==> src/rtl/cpu_widths_pkg.sv <==
// cpu_widths_pkg: register and memory access widths shared across the CPU datapath.
package cpu_widths_pkg;
   localparam int DWORD = 64;
   localparam int WORD  = 32;
   localparam int HALF  = 16;
   localparam int BYTE  = 8;
endpackage

==> src/rtl/trunc_sat_range_check.sv <==
// range_check: representability check of a wide value in WIDTH_O bits and its saturated narrowing.
module range_check #(
   parameter int WIDTH_I = 64,
   parameter int WIDTH_O = 32
) (
   input  logic [WIDTH_I-1:0] value,
   input  logic               signex,
   output logic               ovf,
   output logic [WIDTH_O-1:0] sat_value
);
   logic [WIDTH_I-WIDTH_O:0] shi;
   logic [WIDTH_I-WIDTH_O-1:0] uhi;
   logic [WIDTH_O-1:0] clamp;
   assign shi = value[WIDTH_I-1:WIDTH_O-1];
   assign uhi = value[WIDTH_I-1:WIDTH_O];
   always_comb begin
      ovf = signex ? !((&shi) || !(|shi)) : |uhi;
      clamp = signex ? {value[WIDTH_I-1], {(WIDTH_O-1){~value[WIDTH_I-1]}}} : '1;
      sat_value = ovf ? clamp : value[WIDTH_O-1:0];
   end
endmodule

==> src/rtl/trunc_sat.sv <==
// trunc_sat: two-stage valid/ready narrowing unit with optional saturation and an overflow counter.
module trunc_sat
   import cpu_widths_pkg::*;
#(
   parameter int WIDTH_I = DWORD,
   parameter int WIDTH_O = WORD
) (
   input  logic               clk,
   input  logic               reset,
   input  logic               in_valid,
   output logic               in_ready,
   input  logic [WIDTH_I-1:0] value,
   input  logic               signex,
   input  logic               sat,
   output logic               out_valid,
   input  logic               out_ready,
   output logic [WIDTH_O-1:0] result,
   output logic               ovf,
   output logic [7:0]         ovf_count
);
   logic               s1_valid, s1_signex, s1_sat, s1_ovf, s2_load;
   logic [WIDTH_I-1:0] s1_value;
   logic [WIDTH_O-1:0] s1_satv;
   assign s2_load  = !out_valid || out_ready;
   assign in_ready = !s1_valid || s2_load;
   range_check #(.WIDTH_I(WIDTH_I), .WIDTH_O(WIDTH_O)) u_rc (
      .value(s1_value),
      .signex(s1_signex),
      .ovf(s1_ovf),
      .sat_value(s1_satv)
   );
   always_ff @(posedge clk or posedge reset)
      if (reset) begin
         s1_valid  <= 1'b0;
         s1_value  <= '0;
         s1_signex <= 1'b0;
         s1_sat    <= 1'b0;
         out_valid <= 1'b0;
         result    <= '0;
         ovf       <= 1'b0;
         ovf_count <= '0;
      end else begin
         if (in_valid && in_ready) begin
            s1_valid  <= 1'b1;
            s1_value  <= value;
            s1_signex <= signex;
            s1_sat    <= sat;
         end else if (s2_load) s1_valid <= 1'b0;
         if (s2_load) begin
            out_valid <= s1_valid;
            if (s1_valid) begin
               result <= s1_sat ? s1_satv : s1_value[WIDTH_O-1:0];
               ovf    <= s1_ovf;
            end
         end
         // counts delivered overflows only, sticking at the top
         if (out_valid && out_ready && ovf && ovf_count != 8'hFF) ovf_count <= ovf_count + 8'd1;
      end
endmodule

==> config.mk <==
export PLATFORM = sky130hd
export DESIGN_NAME = trunc_sat
export DESIGN_NICKNAME = d
export VERILOG_FILES = /design/src/rtl/cpu_widths_pkg.sv /design/src/rtl/trunc_sat_range_check.sv /design/src/rtl/trunc_sat.sv
export SDC_FILE = /design/constraint.sdc
export NUM_CORES = 1
export LEC_CHECK = 0
export CAP_MARGIN = 20
export CORE_UTILIZATION = 47
export DETAILED_ROUTE_END_ITERATION = 12
export GPL_ROUTABILITY_DRIVEN = 0
export PLACE_DENSITY = 0.77
export REMOVE_ABC_BUFFERS = 1
export SYNTH_ARGS = -nofsm -noshare
export SYNTH_HDL_FRONTEND = slang
export SYNTH_HIERARCHICAL = 1
export SYNTH_SLANG_ARGS = --single-unit
==> constraint.sdc <==
create_clock -name clk -period 4 [get_ports clk]
set_input_delay 1.2 -clock clk [delete_from_list [all_inputs] [get_ports clk]]
set_output_delay 1.2 -clock clk [all_outputs]
set_load 0.005 [all_outputs]
==> run metrics <==
status=finished, final reports clean; Remaining DRCs=0; Synth cell types=33; setup TNS=0 ns; unrepaired setup endpoints after global routing=false; Mapped Cells=397; slew at the pin closest to its max-slew limit=1.05 ns; start of the worst register-to-register path=s1_value[43]; # IOs=between 100 and 150; Hold Path Class=flip-flop to flip-flop; MaxCap Viol Count=0; hold depth=1; Num CTS Buffers=9; Synth Flop Type=dfrtp_1; Die Width=around 110 um; drt pass-1 iters=4; endpoint class of the critical path=output pin; initial antenna violation count=0; Iter 0 DRT Violations=roughly 180; Max clock buf depth=2; wire length per cell=~17 um; Max Fanout on Critical Path=4; via count of the first global-routing pass=between 3000 and 4000; hold_sp=ovf_count[4]; Fmax=about 0.28 GHz; hold buffers post-CTS=0; CTS tree=yes; Synth Area per Inst=about 14 um2; CTS resizes=0; Reg2Reg Capture Point=result[30]; Synth top cells by count=dfrtp_1, mux2_4, a21oi_1, mux2_2, mux2i_1; total track usage=0.203; Initial Utilization=0.481; Worst setup SP type=primary input; delay-heaviest family, CP=buffers and inverters; Setup-failing EPs final=0; Pwr Density=485 mW/mm2; clock skew=between 0.005 and 0.006 ns; cell count after placement=roughly 630; R2R Setup Slk=1.15 ns; wire length of the first global-routing pass=18.4 mm; Total Wirelength=~11 mm; post-synthesis sequential area ratio=0.498; min Tclk post-route=3.61 ns; synth warn=6; area grow syn2layout=27.2%; Static Leakage=between 0.002 and 0.003 uW; ANT cells=0; Worst slew margin=0.303; Critical Path, Cell by Cell=clkdlybuf4s50_1 -> nand3b_4 -> clkdlybuf4s50_1; critical setup path kind=primary input to output pin; Hold Path End=ovf_count[4]; share of layout cells above drive strength 1=0.277; Critical Path Max Stage Delay=between 0.5 and 0.6 ns; total power=between 3000 and 4000 uW; # fillers=about 910; fin cells=around 650; floorplan core area=0.0114 mm2; Arr. time, crit path=2.41 ns; Bufs and invs on worst path=2; Crit path depth=3; most used cell, CP=clkdlybuf4s50_1; Post-synth EDFFs=0; path depth of the worst reg2reg path=7; H-tree depth=3; row cnt=39; Worst EP required=between 2 and 3 ns; post-DP HPWL=between 7 and 8 mm; Post-CTS Setup Bufs=0; Synth area leaders=dfrtp_1, mux2_4, mux2_2; largest area contributor in the netlist=dfrtp_1; fin nets=between 500 and 600; VDD IR max=0.261 mV; clock transition at the registers of the reported paths=0.07 ns; residual overflow from global routing=0; CTS Root Buffer Type=clkbuf_16; full die area=around 0.012 mm2; number of port buffers=112; post-layout util=0.612; via count=around 3600; Slowest cell on crit path=clkdlybuf4s50_1; count leader, synth=dfrtp_1; Yosys reg bits=109; Fin. Hold Viols=0; vias per cell=5.55; Synth async-reset ratio=1.00; Die Y=roughly 110 um; Antenna Nets Post-Route=0; Final period util=0.901; fin. max-slew vios=0; Mapped Area=~0.0055 mm2; Clock Latency Late Sink=~0.34 ns; post-synth top area share=0.498; largest net degree at the start of global routing=67; clock sinks=roughly 110
## logic make-up after synthesis
logic type	share of synthesized area
XOR/XNOR	0.00640
AO/OA/AOI/OAI	0.0761
adder cells (fa/ha/maj)	0.00229
AND/OR/NAND/NOR	0.0494
flip-flops	0.498
buffers and inverters	0.0498
multiplexers	0.318
## metal layers
| metal | share of wire | GRT usage | up-vias | routed length, um |
|---|---|---|---|---|
| met2 | 0.48 | 0.329 | 110 | 5370 |
| met1 | 0.45 | 0.270 | 1786 | 5110 |
| met4 | 0.010 | 0.0524 | 0 | 113 |
| met5 | 0 | 0 | - | 0 |
| li1 | - | - | 1686 | - |
| met3 | 0.061 | 0.0528 | 12 | 688 |
## cells in the final DEF, fill, tap and decap left out, types with 2 or more instances in the layout
cell	count
clkdlybuf4s50_1	112
dfrtp_1	107
mux2_4	69
mux2_2	33
a21oi_1	33
mux2i_1	33
a31oi_1	32
nand4_1	11
buf_4	11
clkbuf_16	9
nor4_1	8
nand2_1	6
nand3_1	4
xor2_1	3
nor3_1	3
nand2b_1	3
clkinv_2	3
bufinv_16	3
a211oi_1	2
dfrtp_2	2
## flip-flops by register name, indices dropped and copies added, names as in the netlist
name,flops
result,32
s1_value,64
s1_valid,1
s1_signex,1
s1_sat,1
ovf_count,8
out_valid,1
ovf,1
## worst reg2reg max path, cell delays in order, from the launching register on
cell,delay (ns)
dfrtp_1,0.41
or4_4,0.54
a2111oi_2,0.34
a31o_2,0.47
buf_4,0.35
mux2_4,0.32
mux2i_1,0.14
a31oi_1,0.12
## where the power goes
part | internal [uW] | total [uW] | switching, uW
logic | 566 | 856 | 290
clock network | 610 | 1000 | 395
registers | 1310 | 1510 | 198
total | 2490 | 3370 | 883
## cell type report
type,instances,area (um2),area share
flip-flops and latches,109,2730,0.392
multi-input cells,254,2480,0.356
repair buffers,124,1220,0.176
clock buffers,9,225,0.0324
well taps,143,179,0.0257
clock inverters,7,114,0.0164
inverters,2,10.0,0.00144
## worst max path at each step
stage | slack [ns] | end | from
floorplan | -0.07 | out_valid | reset
global placement | 0.42 | in_ready | out_ready
detailed placement | 0.39 | in_ready | out_ready
CTS | 0.38 | in_ready | out_ready
global route | 0.32 | in_ready | out_ready
finish | 0.39 | in_ready | out_ready
## metrics by stage
stage | cell area [um2] | worst slack (ns) | hold slack (ns)
5_1_grt | 6960 | 0.319 | 0.559
3_3_place_gp | 6620 | 0.422 | 0.505
6_report | 6960 | 0.394 | 0.532
2_1_floorplan | 5210 | -0.0739 | 0.496
3_5_place_dp | 6620 | 0.385 | 0.522
4_1_cts | 6960 | 0.377 | 0.538
Power figures use the tool's default switching activity.
